File: src/rtl/alu_ctrl_pkg.sv
// alu_ctrl_pkg: shared ALU op codes, datapath width and response-slot state
package alu_ctrl_pkg;
    localparam int ALU_W = 32;
    localparam logic [3:0] OP_ADD  = 4'b0000;
    localparam logic [3:0] OP_COMP = 4'b0001;
    localparam logic [3:0] OP_DIFF = 4'b0010;
    localparam logic [3:0] OP_AND  = 4'b0011;
    localparam logic [3:0] OP_XOR  = 4'b0100;
    localparam logic [3:0] OP_SLL  = 4'b0101;
    localparam logic [3:0] OP_SRL  = 4'b0110;
    localparam logic [3:0] OP_SRA  = 4'b0111;
    localparam logic [3:0] OP_SRLV = 4'b1000;
    localparam logic [3:0] OP_SLLV = 4'b1001;
    localparam logic [3:0] OP_SRAV = 4'b1010;
    localparam logic [3:0] OP_LAST = OP_SRAV;
    typedef enum logic {SLOT_EMPTY, SLOT_FULL} slot_e;
    function automatic logic is_illegal(input logic [3:0] op);
        return op > OP_LAST;
    endfunction
endpackage

File: src/rtl/rr_arb2.sv
// rr_arb2: two-way round-robin arbiter producing a one-hot grant when enabled
module rr_arb2 (
    input  logic       clk,
    input  logic       rst_n,
    input  logic [1:0] i_req,
    input  logic       i_en,
    output logic [1:0] o_grant
);
    logic r_prio;
    // Single requester wins outright; on contention the prio side wins
    always_comb begin
        o_grant = !i_en ? 2'b00 : (&i_req) ? (r_prio ? 2'b10 : 2'b01) : i_req;
    end
    // After a grant the other requester gets priority
    always_ff @(posedge clk or negedge rst_n) begin
        if (!rst_n) r_prio <= 1'b0;
        else if (|o_grant) r_prio <= o_grant[0];
    end
endmodule

File: src/rtl/alu_share_arbiter.sv
// alu_share_arbiter: round-robin sharing of one combinational ALU with a one-entry response slot
module alu_share_arbiter
    import alu_ctrl_pkg::*;
#(
    parameter int NREQ = 2,
    parameter int W    = ALU_W
) (
    input  logic              clk,
    input  logic              rst_n,
    input  logic [NREQ-1:0]   req_valid,
    output logic [NREQ-1:0]   req_ready,
    input  logic [NREQ*4-1:0] req_op,
    input  logic [NREQ*W-1:0] req_a,
    input  logic [NREQ*W-1:0] req_b,
    input  logic [NREQ*5-1:0] req_shamt,
    output logic [NREQ-1:0]   rsp_valid,
    input  logic [NREQ-1:0]   rsp_ready,
    output logic [W-1:0]      rsp_result,
    output logic              rsp_negative,
    output logic              rsp_zero,
    output logic              rsp_carry,
    output logic              rsp_illegal,
    output logic [W-1:0]      alu_in1,
    output logic [W-1:0]      alu_in2,
    output logic [4:0]        alu_shamt,
    output logic [3:0]        alu_ctrl,
    input  logic [W-1:0]      alu_out,
    input  logic              alu_negative,
    input  logic              alu_zero,
    input  logic              alu_carry
);
    slot_e r_slot, w_slot_next;
    logic r_owner, w_owner_next;
    logic w_can_accept, w_any, w_g, w_illegal, w_unused;
    logic [1:0] w_grant;

    // Flags are derived from alu_out directly; the ALU's own N/Z are not needed
    assign w_unused = alu_negative ^ alu_zero;

    // Gating with rst_n keeps req_ready low for the whole reset period
    assign w_can_accept = rst_n && (r_slot == SLOT_EMPTY || rsp_ready[r_owner]);

    rr_arb2 u_arb (
        .clk     (clk),
        .rst_n   (rst_n),
        .i_req   (req_valid),
        .i_en    (w_can_accept),
        .o_grant (w_grant)
    );

    assign w_any     = |w_grant;
    assign w_g       = w_grant[1];
    assign req_ready = w_grant;
    assign w_illegal = is_illegal(alu_ctrl);

    // Drive the ALU from the granted requester, all-zero when idle
    always_comb begin
        alu_ctrl  = !w_any ? '0 : w_g ? req_op[7:4]        : req_op[3:0];
        alu_in1   = !w_any ? '0 : w_g ? req_a[2*W-1:W]     : req_a[W-1:0];
        alu_in2   = !w_any ? '0 : w_g ? req_b[2*W-1:W]     : req_b[W-1:0];
        alu_shamt = !w_any ? '0 : w_g ? req_shamt[9:5]     : req_shamt[4:0];
    end

    // Slot fills on any grant; drains only when the owner consumes without a refill
    always_comb begin
        w_slot_next  = r_slot;
        w_owner_next = r_owner;
        if (w_any) begin
            w_slot_next  = SLOT_FULL;
            w_owner_next = w_g;
        end else if (r_slot == SLOT_FULL && rsp_ready[r_owner]) begin
            w_slot_next = SLOT_EMPTY;
        end
    end

    // Slot state register; reset discards any buffered response
    always_ff @(posedge clk or negedge rst_n) begin
        if (!rst_n) begin
            r_slot  <= SLOT_EMPTY;
            r_owner <= 1'b0;
        end else begin
            r_slot  <= w_slot_next;
            r_owner <= w_owner_next;
        end
    end

    // Capture result and flags in the grant cycle; illegal ops report a forced zero
    always_ff @(posedge clk or negedge rst_n) begin
        if (!rst_n) begin
            rsp_result   <= '0;
            rsp_negative <= 1'b0;
            rsp_zero     <= 1'b0;
            rsp_carry    <= 1'b0;
            rsp_illegal  <= 1'b0;
        end else if (w_any) begin
            rsp_result   <= w_illegal ? '0 : alu_out;
            rsp_negative <= !w_illegal && alu_out[W-1];
            rsp_zero     <= w_illegal || alu_out == '0;
            rsp_carry    <= alu_ctrl == OP_ADD && alu_carry;
            rsp_illegal  <= w_illegal;
        end
    end

    assign rsp_valid = {r_slot == SLOT_FULL && r_owner, r_slot == SLOT_FULL && !r_owner};
endmodule

File: config.mk
export PLATFORM = sky130hd
export DESIGN_NAME = alu_share_arbiter
export DESIGN_NICKNAME = d
export VERILOG_FILES = /design/src/rtl/alu_ctrl_pkg.sv /design/src/rtl/rr_arb2.sv /design/src/rtl/alu_share_arbiter.sv
export SDC_FILE = /design/constraint.sdc
export NUM_CORES = 1
export LEC_CHECK = 0
export CORE_AREA = 3 3 115 117
export CTS_CLUSTER_DIAMETER = 200
export DETAILED_ROUTE_END_ITERATION = 10
export DIE_AREA = 0 0 118 120
export GPL_TIMING_DRIVEN = 1
export PLACE_DENSITY = 0.67
export RECOVER_POWER = 50
export SLEW_MARGIN = 20
export SYNTH_ARGS = -nofsm -noshare
export SYNTH_HDL_FRONTEND = slang
export SYNTH_HIERARCHICAL = 1
export SYNTH_SLANG_ARGS = --single-unit
File: constraint.sdc
create_clock -name clk -period 2.2 [get_ports clk]
set_clock_uncertainty 0.2 [all_clocks]
set_input_delay 0.44 -clock clk [delete_from_list [all_inputs] [get_ports clk]]
set_output_delay 0.44 -clock clk [all_outputs]
set_load 0.02 [all_outputs]
==> results of run 1 <==
[per-stage QoR]
| step | cell area (µm²) | hold WS, ps | setup slack (ps) |
|---|---|---|---|
| finish | 8590 | 204 | -606 |
| global route | 8590 | 304 | -683 |
| detailed placement | 6920 | 280 | -1110 |
| CTS | 8140 | 68.8 | -593 |
| floorplan | 3530 | -55.6 | -160 |
| global placement | 6920 | 282 | -1100 |
[path summary, 6_finish.rpt]
kind	cells past startpoint	start	endpoint
min reg2reg	1	rsp_result[27]	rsp_result[27]
min	2	rst_n	rsp_result[3]
min in group clk	1	rsp_result[27]	rsp_result[27]
max reg2reg	16	r_owner	rsp_result[26]
max	11	r_owner	alu_in1[1]
max in group asynchronous	2	rst_n	rsp_result[12]
[critical path, delay by kind of cell, from the launching register on]
kind / cells / cell delay [ps]
flops: 1 / 410
mux: 1 / 130
buf+inv: 4 / 550
compound gates: 2 / 310
simple gates: 4 / 470
[layer usage]
metal	track usage, %	wire, µm	up-vias
met5	0	0	-
met4	6.23	359	0
met3	4.85	1180	24
met2	40.4	9390	220
met1	25.6	6730	2126
li1	-	-	2010
[power by group through the flow]
stage               Clock (mW)  Sequential [mW]  Combinational (mW)
floorplan                    0             1.55                1.57
global placement             0             1.21                3.72
CTS                      0.749             1.21                4.61
detailed placement           0             1.19                3.77
finish                   0.737             1.22                4.88
global route             0.773             1.25                5.10
[cells in the final DEF, fill, tap and decap left out, types with 2 or more instances in the layout]
cell type	n
o21ai_4	70
nor2b_1	2
buf_16	10
inv_1	2
buf_4	30
a22o_1	32
nand2_1	71
dfrtp_1	38
nand2_4	16
buf_8	6
a21oi_1	2
nand2_2	64
clkdlybuf4s50_1	217
o21ai_2	4
dlygate4sd2_1	3
diode_2	2
buf_12	21
buf_6	110
o21ai_1	2
nor3_1	2
a21oi_4	2
clkbuf_16	13
nand4_1	2
a21oi_2	2
nor4_1	8
[cells by family after synthesis]
kind of cell,Yosys count,share of synthesized area (%)
AND/OR/NAND/NOR,172,27.3
AO/OA/AOI/OAI,116,28.5
flip-flops,38,37.2
buffers and inverters,35,6.61
multiplexers,1,0.392
[cell type report]
| cell class | instances | share of cell area, % |
|---|---|---|
| antenna | 2 | 0.0583 |
| clock inverter | 2 | 0.146 |
| timing repair buffer | 409 | 54.7 |
| tap | 172 | 2.51 |
| sequential | 38 | 11.1 |
| inverter | 3 | 0.160 |
| clock buffer | 6 | 1.62 |
| multi-input combinational | 289 | 29.7 |
[state kept, by name (all words and copies together), names as in the netlist]
name          flops
r_slot            1
rsp_carry         1
rsp_result       31
rsp_zero          1
rsp_illegal       1
rsp_negative      1
u_arb/r_prio      1
r_owner           1
[timing repair]
item | 4_1_cts | 5_1_grt
gates resized for setup | 532 | 73
buffers inserted | 47 | 14
pin swaps | 21 | 15
endpoints found under the setup margin | 111 | 113
hold buffers | 0 | 0
gates cloned | 12 | 8
==> results.py, run 1 <==
metrics = {
    "outcome": {
        "status": "finished with violations",
        "violations": "setup timing",
    },
    "clocking": {
        "ctsRootBufferMaster": "clkbuf_16",
        "clock_path_buffers": 2,
        "insertion_delay_ps": 280,
        "cts_tree": "done",
        "clk_pin_slew_ps": 60,
        "clock-sinks": 38,
        "cts_inserted_buffers": 5,
        "cts_htree_levels": 2,
    },
    "synthesis": {
        "ys_ff_latch": 38,
        "yosys.area.top_type": "dfrtp_1",
        "synth_area_mm2": 0.00255,
        "synth_nets": 549,
        "synth_seq_area_share_pct": 37.2,
        "synth_area_leaders": "dfrtp_1 37%, nand2_1 22%, o21ai_1 15%",
        "yosysMostFrequentCell": "nand2_1",
        "netlist_instances": 362,
        "synth_edf_count": 0,
        "netlist_top_cells_count": "149 x nand2_1, 75 x o21ai_1, 38 x dfrtp_1",
        "synthFlopType": "dfrtp_1",
        "async_flop_share_pct": 100,
        "synth_warnings": 6,
        "post_synth_num_cell_types": 26,
        "syn_area_per_cell_um2": 7.05,
        "yosysTopAreaCellShare_pct": 37.2,
    },
    "pwr": {
        "peakVddDrop_mv": 0.767,
        "p_leak_nw": 3.56,
        "pwr-share-comb_pct": 71.4,
        "pwr-share-clk_pct": 10.8,
        "power_mw": 6.83,
        "powerDensity_mw_per_mm2": 795,
        "seq_power_share_pct": 17.8,
        "p_int_mw": 4.13,
        "power_switching_mw": 2.70,
        "switching_share_pct": 39.5,
    },
    "worst_setup_path": {
        "start_kind": "register",
        "crit_type": "reg -> out",
        "end_kind": "output pin",
        "ff2ff_setup_slack_ps": -500,
        "critPathMaxStageDelay_ps": 410,
        "required_ps": 1560,
        "path_cells": "mux2i_1, nand2_1, and2_4, nand2_4, a21oi_4, buf_12, buf_12, clkbuf_16, nand2_1, o21ai_4, buf_6",
        "path_max_fanout": 6,
        "crit_arrival_ps": 2170,
        "slowest_stage": "dfrtp_1",
    },
    "sta": {
        "finalCritPeriodShare_pct": 128,
        "setup_viol": 111,
        "fin_ws_ps": -606,
        "relSlewSlack_pct": 37.1,
        "timing.setup.tns_ps": -53400,
        "max_freq_ghz": 0.356,
        "fin_crit_ps": 2810,
        "slew_violations": 0,
        "grt_setup_unrepaired": "true",
        "hold_viol": 0,
        "tightest_slew_ps": 944,
    },
    "routing": {
        "drc": 0,
        "detail_route.vias_per_cell": 4.76,
        "drtIter0Drc": 170,
        "dr.pass1.iters": 4,
        "wl_per_cell_um": 19.2,
        "vias": 4380,
        "drt-total-wl_um": 17700,
        "ant_nets": 0,
    },
    "final_layout": {
        "multi_input_area_mm2": 0.00255,
        "utilization_pct": 68.9,
        "syn_to_final_growth_pct": 236,
        "finalNonFillerCells": 921,
        "fin_nets": 933,
        "drive_gt1_share_pct": 48.2,
        "fillCellCount": 859,
        "final-seq-area_um2": 951,
    },
    "floorplanning": {
        "dieArea_mm2": 0.0142,
        "die_height_um": 120,
        "rows": 41,
        "initial_core_util_pct": 20.5,
        "pin_count": 300,
        "core_mm2": 0.0125,
        "die_x_um": 118,
    },
    "placement": {
        "dp_hpwl_um": 11600,
        "place_inst": 841,
        "gp_congestion": 0.933,
        "portBuffers": 297,
    },
    "global_route": {
        "grt_max_degree": 39,
        "grt_pass1_wl_um": 25000,
        "grt_use_total_pct": 22.0,
        "antenna_found_initial": 2,
        "grt_pass1_vias": 4440,
        "globalRouteOverflowTotal": 0,
    },
    "job": {
        "maxCapViolCount": 0,
    },
    "min_path": {
        "hold_class": "in -> async",
    },
}
Power figures use the tool's default switching activity.
==> run 2, diff against run 1 <==
- ABC_AREA: default -> 0
- CAP_MARGIN: default -> 20
==> results of run 2 <==
The final DEF is identical to that of run 1; final timing and power are the same.
==> run 3, diff against run 2 <==
- CORE_AREA: 3 3 115 117 -> 3 3 114 116
- DIE_AREA: 0 0 118 120 -> 0 0 117 119
- PLACE_DENSITY: 0.67 -> 0.65
- clock period: 2.2 -> 2.85 ns (I/O delays scaled with it)
==> run 3 against run 2 <==
Global-route usage decreased by 3.1 points. Sequential share of layout area up 3.0 points. Combinational power shrank 44%. The run ends with capacitance limit, slew limit left. Cell area decreased by 21%. Via count decreased by 12%. Hold slack improved by 86 ps. Clock power shrank 2%. Total power decreased by 36%. Non-clock buffer count shrank 63. Critical endpoint is now alu_ctrl[0]. Critical path depth grew 1. Utilization decreased by 12 points.
==> results.py, run 3 (same netlist as run 1, synthesis figures left out) <==
metrics = {
    "pwr": {
        "p_leak_nw": 2.97,
        "seq_power_share_pct": 21.3,
        "p_int_mw": 2.66,
        "powerDensity_mw_per_mm2": 644,
        "switching_share_pct": 39.0,
        "pwr-share-clk_pct": 16.5,
        "pwr-share-comb_pct": 62.2,
        "power_switching_mw": 1.70,
        "peakVddDrop_mv": 0.532,
    },
    "final_layout": {
        "antennaDiodeCount": 0,
        "final_area_mm2": 0.00678,
        "fillCellCount": 1080,
        "layout_common_cells": "179 x clkdlybuf4s50_1, 138 x nand2_1, 69 x o21ai_2",
        "drive_gt1_share_pct": 32.3,
        "multi_input_area_mm2": 0.00180,
        "regMostFlops": "rsp_result",
        "largest_reg_flops": 31,
        "fin_nets": 870,
        "final_common_cell": "clkdlybuf4s50_1",
        "syn_to_final_growth_pct": 166,
        "final-seq-area_um2": 951,
    },
    "clocking": {
        "clk_pin_slew_ps": 60,
        "clock-sinks": 38,
        "ctsRootBufferMaster": "clkbuf_16",
        "cts_tree": "done",
        "clock_path_buffers": 2,
        "cts_htree_levels": 2,
        "insertion_delay_ps": 280,
        "hold_buffers": 0,
        "cts_inserted_buffers": 5,
    },
    "sta": {
        "finalCritPeriodShare_pct": 99.2,
        "slew_violations": 39,
        "timing.setup.tns_ps": 0,
        "setup_viol": 0,
        "tightest_slew_ps": 1950,
        "grt_setup_unrepaired": "true",
        "relSlewSlack_pct": -30.1,
        "hold_ws_ps": 290,
        "hold_viol": 0,
        "max_freq_ghz": 0.354,
        "fin_crit_ps": 2830,
    },
    "worst_setup_path": {
        "critPathMaxStageDelay_ps": 180,
        "cp_num_buf_inv": 5,
        "path_max_fanout": 8,
        "cp_top_family": "buffers and inverters",
        "start_kind": "input port",
        "path_cells": "clkdlybuf4s15_1, mux2i_1, nand2_1, and2_4, nand2_4, a21oi_4, buf_12, buf_12, buf_6, nand2_2, o21ai_4, buf_6",
        "slowest_stage": "and2_4",
        "crit_arrival_ps": 2060,
        "end_kind": "output pin",
        "crit_type": "in -> out",
        "required_ps": 2080,
    },
    "global_route": {
        "grt_max_degree": 39,
        "grt_pass1_vias": 3888,
        "grt_pass1_wl_um": 20700,
        "grt_use_total_pct": 18.9,
        "antenna_found_initial": 0,
        "globalRouteOverflowTotal": 0,
    },
    "outcome": {
        "status": "finished with violations",
        "violations": "capacitance limit, slew limit",
    },
    "routing": {
        "drc": 0,
        "wl_per_cell_um": 17.5,
        "detail_route.vias_per_cell": 4.66,
        "drtIter0Drc": 98,
        "dr.pass1.iters": 4,
        "ant_nets": 0,
        "vias": 3876,
        "drt-total-wl_um": 14500,
    },
    "placement": {
        "dp_hpwl_um": 11300,
        "gp_congestion": 0.841,
        "placed_cell_area_mm2": 0.00619,
        "portBuffers": 297,
    },
    "floorplanning": {
        "initial_core_util_pct": 21.3,
        "die_height_um": 119,
        "rows": 40,
        "die_x_um": 117,
        "dieArea_mm2": 0.0139,
        "pin_count": 300,
        "core_mm2": 0.0120,
    },
    "min_path": {
        "hold_class": "reg -> reg",
    },
    "job": {
        "maxCapViolCount": 1,
    },
}
==> run 3: what timing repair did <==
action	CTS	global route
resized for setup	354	65
pin swaps	11	15
endpoints found under the setup margin	76	75
setup buffers	7	1
cloned	5	5
==> run 3: final timing paths <==
kind,from,endpoint,slack [ps],depth (start not counted)
setup reg to reg,r_owner,rsp_carry,300,13
hold reg to reg,rsp_carry,rsp_carry,290,2
max in group asynchronous,rst_n,rsp_result[12],560,2
setup / recovery,rsp_ready[1],alu_ctrl[0],20,12
min in group asynchronous,rst_n,rsp_result[24],780,2
hold / removal,rsp_carry,rsp_carry,290,2
==> run 3: final cells by class <==
type | instances | share of cell area, %
repair buffers | 346 | 53.7
multi-input cells | 289 | 26.5
flip-flops and latches | 38 | 14.0
well taps | 147 | 2.71
clock buffers | 5 | 1.84
clock inverters | 3 | 1.01
inverters | 3 | 0.166
==> run 3: stage by stage <==
stage | util (%) | worst slack (ps) | power (mW) | cells
floorplan | - | 30.8 | 2.15 | 362
global placement | 51.5 | -739 | 3.52 | 806
detailed placement | 51.5 | -767 | 3.54 | 806
CTS | 53.8 | -16.2 | 4.36 | 826
global route | 56.5 | -31.7 | 4.61 | 831
finish | 56.5 | 22.0 | 4.37 | 831
==> run 3: power by group through the flow <==
stage	registers, mW	logic, mW	clock network (mW)
final	0.930	2.72	0.720
after global routing	0.961	2.89	0.759
after CTS	0.941	2.69	0.733
after detailed placement	0.928	2.61	0
after global placement	0.937	2.58	0
after floorplan	1.20	0.951	0
==> run 3: per-layer routing <==
metal	wire length, µm	GRT usage (%)	share of wire [%]	vias to the layer above
met4	206	4.16	1.4	0
met1	5500	21.5	38	1797
li1	-	-	-	1891
met2	7670	34.7	53	173
met5	0	0	0	-
met3	1160	4.93	8.0	15
==> run 3: worst min-delay path, delay by kind of cell (launching register included) <==
family / cells / cell delay, ps
DFF: 1 / 350
AOI/OAI and AO/OA: 1 / 60
and+or+nand+nor: 1 / 50
